[src/rtl/pixel_op_pkg.sv]
// Shared types for the AXI4-Stream per-pixel point-operation engine.
// Mode encoding and config-latch FSM states.
package pixel_op_pkg;

  typedef enum logic [1:0] {
    PASS    = 2'd0,
    INVERT  = 2'd1,
    ADD_SAT = 2'd2,
    THRESH  = 2'd3
  } mode_t;

  typedef enum logic {
    IDLE   = 1'b0,
    IN_PKT = 1'b1
  } state_t;

endpackage

[src/rtl/axis_skid_buffer.sv]
// Two-entry valid/ready skid buffer with a registered input ready.
// Ready drops only once both entries are occupied.
module axis_skid_buffer #(
  parameter int WIDTH = 33
) (
  input  logic             clk,
  input  logic             rst,
  input  logic             in_valid,
  input  logic [WIDTH-1:0] in_data,
  output logic             in_ready,
  output logic             out_valid,
  output logic [WIDTH-1:0] out_data,
  input  logic             out_ready
);

  logic [WIDTH-1:0] mem [2];
  logic             rd_ptr;
  logic             wr_ptr;
  logic [1:0]       count;
  logic [1:0]       count_nxt;
  logic             push;
  logic             pop;

  assign push      = in_valid & in_ready;
  assign out_valid = (count != 2'd0);
  assign pop       = out_valid & out_ready;
  assign out_data  = mem[rd_ptr];

  always_comb begin
    count_nxt = count + {1'b0, push} - {1'b0, pop};
  end

  always_ff @(posedge clk or posedge rst) begin
    if (rst) begin
      count    <= 2'd0;
      rd_ptr   <= 1'b0;
      wr_ptr   <= 1'b0;
      in_ready <= 1'b0;
    end else begin
      count    <= count_nxt;
      in_ready <= (count_nxt != 2'd2);
      if (push) wr_ptr <= ~wr_ptr;
      if (pop)  rd_ptr <= ~rd_ptr;
    end
  end

  // Storage needs no reset: count gates every read.
  always_ff @(posedge clk) begin
    if (push) mem[wr_ptr] <= in_data;
  end

endmodule

[src/rtl/axis_pixel_point_op.sv]
// AXI4-Stream point-operation engine: pass, invert, saturating add or
// threshold per pixel lane, with mode/operand latched per packet.
module axis_pixel_point_op
  import pixel_op_pkg::*;
#(
  parameter int PIXEL_WIDTH     = 8,
  parameter int PIXELS_PER_BEAT = 4
) (
  input  logic                                 axi_clk,
  input  logic                                 axi_reset,
  input  logic [1:0]                           cfg_mode,
  input  logic [PIXEL_WIDTH-1:0]               cfg_operand,
  input  logic                                 s_axis_valid,
  input  logic [PIXEL_WIDTH*PIXELS_PER_BEAT-1:0] s_axis_data,
  input  logic                                 s_axis_last,
  output logic                                 s_axis_ready,
  output logic                                 m_axis_valid,
  output logic [PIXEL_WIDTH*PIXELS_PER_BEAT-1:0] m_axis_data,
  output logic                                 m_axis_last,
  input  logic                                 m_axis_ready,
  output logic                                 pkt_done
);

  localparam int PW      = PIXEL_WIDTH;
  localparam int DW      = PIXEL_WIDTH * PIXELS_PER_BEAT;
  localparam int SKID_W  = DW + 1 + 2 + PW;
  localparam int LAST_B  = DW;
  localparam int MODE_LO = DW + 1;
  localparam int OP_LO   = DW + 3;
  localparam logic [PW-1:0] PIX_MAX = '1;

  state_t        state;
  state_t        state_nxt;
  mode_t         lat_mode;
  mode_t         use_mode;
  logic [PW-1:0] lat_op;
  logic [PW-1:0] use_op;
  logic          s_fire;

  assign s_fire = s_axis_valid & s_axis_ready;

  always_comb begin
    state_nxt = state;
    use_mode  = lat_mode;
    use_op    = lat_op;
    unique case (state)
      IDLE: begin
        use_mode = mode_t'(cfg_mode);
        use_op   = cfg_operand;
      end
      IN_PKT: begin
      end
    endcase
    if (s_fire) state_nxt = s_axis_last ? IDLE : IN_PKT;
  end

  always_ff @(posedge axi_clk or posedge axi_reset) begin
    if (axi_reset) begin
      state    <= IDLE;
      lat_mode <= PASS;
      lat_op   <= '0;
    end else begin
      state <= state_nxt;
      if (s_fire) begin
        lat_mode <= use_mode;
        lat_op   <= use_op;
      end
    end
  end

  logic              sk_valid;
  logic              sk_ready;
  logic [SKID_W-1:0] sk_in;
  logic [SKID_W-1:0] sk_out;
  logic [DW-1:0]     sk_pix;
  logic              sk_last;
  mode_t             sk_mode;
  logic [PW-1:0]     sk_op;

  // Config travels with each beat so later stages never see cfg_* directly.
  assign sk_in = {use_op, use_mode, s_axis_last, s_axis_data};

  axis_skid_buffer #(
    .WIDTH (SKID_W)
  ) u_skid (
    .clk       (axi_clk),
    .rst       (axi_reset),
    .in_valid  (s_axis_valid),
    .in_data   (sk_in),
    .in_ready  (s_axis_ready),
    .out_valid (sk_valid),
    .out_data  (sk_out),
    .out_ready (sk_ready)
  );

  assign sk_pix  = sk_out[DW-1:0];
  assign sk_last = sk_out[LAST_B];
  assign sk_mode = mode_t'(sk_out[MODE_LO +: 2]);
  assign sk_op   = sk_out[OP_LO +: PW];

  logic [DW-1:0] alu_data;

  for (genvar i = 0; i < PIXELS_PER_BEAT; i++) begin : g_lane
    logic [PW-1:0] p;
    logic [PW:0]   sum;
    logic [PW-1:0] res;

    assign p   = sk_pix[i*PW +: PW];
    assign sum = {1'b0, p} + {1'b0, sk_op};

    always_comb begin
      res = p;
      unique case (sk_mode)
        PASS:    res = p;
        INVERT:  res = PIX_MAX - p;
        ADD_SAT: res = sum[PW] ? PIX_MAX : sum[PW-1:0];
        THRESH:  res = (p >= sk_op) ? PIX_MAX : '0;
      endcase
    end

    assign alu_data[i*PW +: PW] = res;
  end

  logic pipe_en;

  assign pipe_en  = ~m_axis_valid | m_axis_ready;
  assign sk_ready = pipe_en;

  always_ff @(posedge axi_clk or posedge axi_reset) begin
    if (axi_reset) begin
      m_axis_valid <= 1'b0;
      m_axis_data  <= '0;
      m_axis_last  <= 1'b0;
      pkt_done     <= 1'b0;
    end else begin
      pkt_done <= m_axis_valid & m_axis_ready & m_axis_last;
      if (pipe_en) begin
        m_axis_valid <= sk_valid;
        if (sk_valid) begin
          m_axis_data <= alu_data;
          m_axis_last <= sk_last;
        end
      end
    end
  end

endmodule
[config.mk]
export PLATFORM = sky130hd
export DESIGN_NAME = axis_pixel_point_op
export DESIGN_NICKNAME = d
export VERILOG_FILES = /design/src/rtl/pixel_op_pkg.sv /design/src/rtl/axis_skid_buffer.sv /design/src/rtl/axis_pixel_point_op.sv
export SDC_FILE = /design/constraint.sdc
export NUM_CORES = 1
export LEC_CHECK = 0
export CAP_MARGIN = 5
export CORE_AREA = 2 2 144 146
export CTS_CLUSTER_DIAMETER = 80
export DETAILED_ROUTE_END_ITERATION = 6
export DIE_AREA = 0 0 146 148
export PLACE_DENSITY = 0.66
export SYNTH_ARGS = -nofsm -noshare
export SYNTH_HDL_FRONTEND = slang
export SYNTH_SLANG_ARGS = --single-unit
export TNS_END_PERCENT = 1
[constraint.sdc]
create_clock -name axi_clk -period 9.3 [get_ports axi_clk]
set_input_delay 1.86 -clock axi_clk [delete_from_list [all_inputs] [get_ports axi_clk]]
set_output_delay 1.86 -clock axi_clk [all_outputs]
set_load 0.01 [all_outputs]
; Yosys cells after proc, flatten, opt, wreduce, memory -nomap -nowiden
; Memories as Yosys holds them, arrays and structs flattened.
; Cells that the tools add are included.
; Widths: inputs -> output; s select.
[word_totals]
mem_count = 1
out_inout_bits = 36
word_cells = 58
ff_bits = 51
input_bits = 47
ram_bits = 86
[memory_table]
columns = memory, depth, word_bits, read_ports, rd_ports_with_merged_regs, write_ports, line
row1 = u_skid.mem, 2, 43, 1, 0, 1, axis_skid_buffer.sv:16  ; logic [WIDTH-1:0] mem [2];
[classes]
n_addsub = 10
mux = 17
bitwise_logic = 8
eq_ne = 4
reduce_logical = 3
order_cmp = 4
[ops]
columns = operator, count
row1 = $pmux 8 s4, 4
row2 = $mux 8, 9
row3 = $add 8x8->9, 4
row4 = $ge 8x8->1, 4
row5 = $sub 8x8->8 const A, 4
row6 = $and 1x1->1, 4
row7 = $eq 2x2->1 const B, 2
row8 = $mux 1, 3
row9 = $not 1->1, 3
row10 = $add 2x1->2, 1
row11 = $eq 2x1->1 const B, 1
row12 = $logic_not 2->1, 1
row13 = $mux 2, 1
row14 = $ne 2x2->1 const B, 1
row15 = $reduce_and 2->1, 1
row16 = $reduce_bool 2->1, 1
row17 = $sub 2x1->2, 1
row18 = $or 1x1->1, 1

; Depth between registers and ports, before layout
[depth]
ltp_word = 5
mapped_depth = 13
depth_no_buf = 10

; By module
; Synthesis repeated with hierarchy kept, for this count alone.
[hier_totals]
cells_unflattened = 718
hier_area_um2 = 8142.8
[modules_own_cells]
columns = mod, cells_per_inst, instances, seq_area_each_um2, area_each_um2
row1 = axis_pixel_point_op, 559, 1, 1151.1, 4755.8
row2 = axis_skid_buffer, 159, 1, 2707.6, 3387.0

; Least setup slack after synthesis
; OpenSTA, ideal clock, no wires.
[synth_path]
kind = in2reg
startpoint = input port s_axis_valid
endpoint = memory u_skid.mem[0][0] (netlist bit), enable pin
required_ps = 8851
arrival_ps = 4524
path_slack_ps = 4328
n_path_buf = 2
setup_time_ps = 449
stages = 4
cell_sequence = and2_1 > clkbuf_1 > clkbuf_1 > nor2b_1
[synth_via]
elab_chain_cells = 3
[synth_rtl]
columns = element, line
row1 = "start, declared", axis_pixel_point_op.sv:13  ; input logic s_axis_valid,
row2 = $and 1x1->1, n/a
row3 = via s_fire, axis_pixel_point_op.sv:38  ; logic s_fire;
row4 = $mux 1, axis_skid_buffer.sv:49  ; if (push) mem[wr_ptr] <= in_data;
row5 = $mux 1 (implied by the code), axis_skid_buffer.sv:49
row6 = "end, declared", axis_skid_buffer.sv:16
; The timed path passes the listed nets, and every way through them passes these cells.

; Worst setup path after layout
[layout_path]
startpoint = input port m_axis_ready
endpoint = register u_skid.in_ready
[layout_via]
elab_chain_cells = 4
[layout_rtl]
columns = element, line
row1 = "start, declared", axis_pixel_point_op.sv:20  ; input logic m_axis_ready,
row2 = $or 1x1->1, axis_pixel_point_op.sv:126  ; assign pipe_en = ~m_axis_valid | m_axis_ready;
row3 = $and 1x1->1, axis_skid_buffer.sv:26  ; assign pop = out_valid & out_ready;
row4 = $sub 2x1->2, axis_skid_buffer.sv:30  ; count_nxt = count + {1'b0, push} - {1'b0, pop};
row5 = via u_skid.count_nxt[1], axis_skid_buffer.sv:20  ; logic [1:0] count_nxt;
row6 = $ne 2x2->1, axis_skid_buffer.sv:41  ; in_ready <= (count_nxt != 2'd2);
row7 = "end signal, assigned", axis_skid_buffer.sv:41
row8 = "end, declared", axis_skid_buffer.sv:10  ; output logic in_ready,
; The timed path passes the listed nets, and every way through them passes these cells.
; A chain may end at the register's enable or synchronous reset.

==> impl_metrics.py <==
metrics = {
    "critical_path": {
        "crit_chain": "clkdlybuf4s50_1, nand2b_1, o21ai_4, buf_4, inv_1, ha_1, inv_1, ha_1, xnor2_1, xnor2_1, nand2b_1",
        "critical_path_arrival_ns": 4.69,
        "path_class": "in -> reg",
        "path_buf_inv": 4,
        "r2r_cells": 10,
        "slowest_stage": "inv_1",
        "worst-path-max-fanout": 49,
        "crit_family": "buffers and inverters",
        "crit_path_start_kind": "input pin",
        "worst-path-stages": 11,
        "cp_data_required_time_ns": 9.61,
        "end_kind": "flop",
        "cpPeakStageDelay_ns": 0.54,
    },
    "sta": {
        "maxSlewHeadroom_pct": 27.6,
        "slew_violations": 0,
        "finalCritPeriodShare_pct": 47.1,
        "fmax_ghz": 0.228,
        "hold_violations": 0,
        "rsz0062_at_grt": "no",
        "fin_tns_setup_ns": 0,
        "period_needed_ns": 4.38,
        "finalSetupViolCount": 0,
        "fin_skew_ns": 0.00988,
        "tightest_slew_ns": 1.09,
    },
    "clocking": {
        "clockBufferDepth": 2,
        "cts_hold_buffers": 0,
        "cts_setup_buffers": 0,
        "insertion_delay_ns": 0.43,
        "numCtsBuffers": 17,
        "cts.sink_count": 137,
        "clkTransAtPathRegs_ns": 0.06,
        "cts_tree": "done",
        "cts_resized": 0,
        "h-tree-depth": 4,
        "clockRootBuffer": "clkbuf_16",
    },
    "layout": {
        "final_net_count": 899,
        "final_area_sq_um": 9610,
        "seq_area_sq_um": 3860,
        "diodes": 0,
        "nFillCells": 1895,
        "layoutNonFillerInstCount": 1065,
        "multi_input_area_sq_um": 3770,
        "layout_commonest_cell": "edfxtp_1",
        "drive_gt1_share_pct": 11.7,
        "area_growth_pct": 21.7,
        "layout_common_cells": "edfxtp_1 (86), clkdlybuf4s50_1 (82), ha_1 (66)",
    },
    "routing": {
        "drt-initial-drc-count": 403,
        "totalWireLength_um": 20700,
        "ant_nets": 0,
        "viasPerCell": 5.53,
        "drt_first_pass_iters": 7,
        "vias": 5893,
        "drcViolationCount": 0,
        "wl_per_cell_um": 19.4,
    },
    "synth": {
        "syn_area_sq_um": 7890,
        "syn_inst": 699,
        "syn_area_per_cell_sq_um": 11.3,
        "ys_seq_area_share_pct": 48.9,
        "synth_edf_count": 86,
        "synth.distinct_cells": 61,
        "syn_nets": 816,
        "ys.flop_type": "edfxtp_1",
        "ys_seq_elements": 137,
        "async_flop_share_pct": 37.2,
        "yosysWarningCount": 0,
    },
    "global_routing": {
        "grt_pass1_wl_um": 32400,
        "gr-total-overflow": 0,
        "grt_pass1_vias": 5829,
        "grt_max_degree": 52,
        "grt_use_total_pct": 19.6,
        "antenna_found_initial": 0,
    },
    "die": {
        "die-area_sq_um": 21600,
        "coreArea_sq_um": 20000,
        "initial_core_util_pct": 39.4,
        "die_w_um": 146,
        "num_io_pins": 83,
        "die-height_um": 148,
        "rows": 52,
    },
    "pwr": {
        "clkPwrFrac_pct": 17.3,
        "power_density_nw_per_um2": 405,
        "p_switching_mw": 1.67,
        "total_power_mw": 3.89,
        "switching_share_pct": 43.0,
        "p_int_mw": 2.22,
        "leakage_nw": 3.80,
        "p_comb_share_pct": 56.8,
        "p_seq_share_pct": 25.9,
        "peakVddDrop_v": 0.000184,
    },
    "placed_design": {
        "place.port_buffers": 82,
        "dpl.hpwl_um": 14200,
        "dp.cells": 1033,
        "post_dp_cell_area_sq_um": 9030,
        "gp_congestion": 0.927,
    },
    "run": {
        "maxCapViolations": 0,
    },
    "hold_path": {
        "hold_class": "reg -> reg",
        "min_path_cells": 2,
    },
    "run_status": {
        "status": "completed",
    },
}
[stage by stage]
step	worst slack (ns)	hold slack (ns)	utilization, %
2_1_floorplan	4.33	0.457	-
3_3_place_gp	4.60	0.483	45.0
3_5_place_dp	4.50	0.479	45.0
4_1_cts	4.94	0.492	47.9
5_1_grt	4.70	0.511	47.9
6_report	4.92	0.481	47.9
[synthesized netlist by cell type (3+ instances only)]
library cell / count / area (sq um)
o21ai_1: 3 / 15.0
edfxtp_1: 86 / 2580
ha_1: 66 / 826
and3_1: 4 / 25.0
or3_1: 12 / 75.1
o21ai_0: 28 / 140
a21oi_1: 62 / 310
nor2_1: 42 / 158
mux2_2: 42 / 473
fa_1: 4 / 80.1
o221ai_1: 4 / 35.0
nor3_1: 13 / 65.1
a221o_1: 4 / 40.0
mux2i_1: 24 / 240
inv_1: 44 / 165
nand2b_1: 16 / 100
nand2_1: 35 / 131
o21bai_1: 3 / 22.5
nand3_1: 3 / 15.0
nor3b_1: 5 / 37.5
nor2b_1: 10 / 62.6
a32oi_1: 4 / 35.0
o311ai_0: 7 / 61.3
o22ai_1: 4 / 25.0
a221oi_1: 7 / 61.3
a31oi_1: 7 / 43.8
nor4_1: 3 / 18.8
a211oi_1: 11 / 82.6
dfrtp_1: 51 / 1280
a2111oi_0: 6 / 52.6
xor2_1: 3 / 26.3
o31ai_1: 7 / 52.6
o21a_1: 7 / 52.6
o211ai_1: 7 / 52.6
xnor2_1: 10 / 87.6
a211o_1: 3 / 26.3
buf_2: 7 / 35.0
clkbuf_1: 17 / 63.8
[worst min-delay path: stages (launching register included)]
cell and delay (ns):
dfrtp_1 0.34, nand2_1 0.05, o21ai_1 0.06
[power groups by stage]
| stage | clock network (mW) | logic [mW] | registers (mW) |
|---|---|---|---|
| 2_1_floorplan | 0 | 1.52 | 0.996 |
| 4_1_cts | 0.683 | 2.20 | 1.01 |
| 5_1_grt | 0.706 | 2.44 | 1.03 |
| 6_report | 0.672 | 2.21 | 1.01 |
| 3_5_place_dp | 0 | 2.18 | 1.02 |
| 3_3_place_gp | 0 | 2.15 | 1.01 |
[final cells by class]
class,count,share of cell area (%)
timing repair buffer,91,9.25
tap,270,3.52
sequential,137,40.2
multi-input combinational,490,39.3
clock buffer,24,5.01
clock inverter,8,1.00
inverter,45,1.76
[metal layers]
layer	part of all wire [%]	vias to the layer above	global-route usage (%)
met3	6.1	39	4.17
met1	45	2838	25.8
met5	0	-	0
met2	46	233	31.8
met4	3.0	0	7.72
li1	-	2783	-
[logic make-up after synthesis]
| group | Yosys count | synth area share [%] |
|---|---|---|
| adder cells (fa/ha/maj) | 70 | 11.5 |
| buffers and inverters | 72 | 3.63 |
| AO/OA/AOI/OAI | 190 | 16.0 |
| flip-flops | 137 | 48.9 |
| XOR/XNOR | 13 | 1.44 |
| multiplexers | 67 | 9.18 |
| AND/OR/NAND/NOR | 150 | 9.38 |
[sequential cells by signal (all words and copies together), names as in the netlist]
register         cells
state                1
pkt_done             1
lat_mode             2
u_skid.mem          86
u_skid.count         2
lat_op               8
m_axis_valid         1
u_skid.in_ready      1
u_skid.rd_ptr        1
m_axis_last          1
m_axis_data         32
u_skid.wr_ptr        1
[final timing paths]
kind / startpoint / slack, ns / end
setup / recovery: m_axis_ready / 4.92 / u_skid.in_ready
hold / removal: m_axis_data[27] / 0.48 / m_axis_data[27]
setup reg to reg: u_skid.rd_ptr / 5.04 / m_axis_data[27]
hold reg to reg: m_axis_data[27] / 0.48 / m_axis_data[27]
max in group asynchronous: axi_reset / 6.80 / u_skid.rd_ptr
min in group asynchronous: axi_reset / 1.95 / u_skid.count[0]
Note: power is estimated with default switching activity, not from simulation.
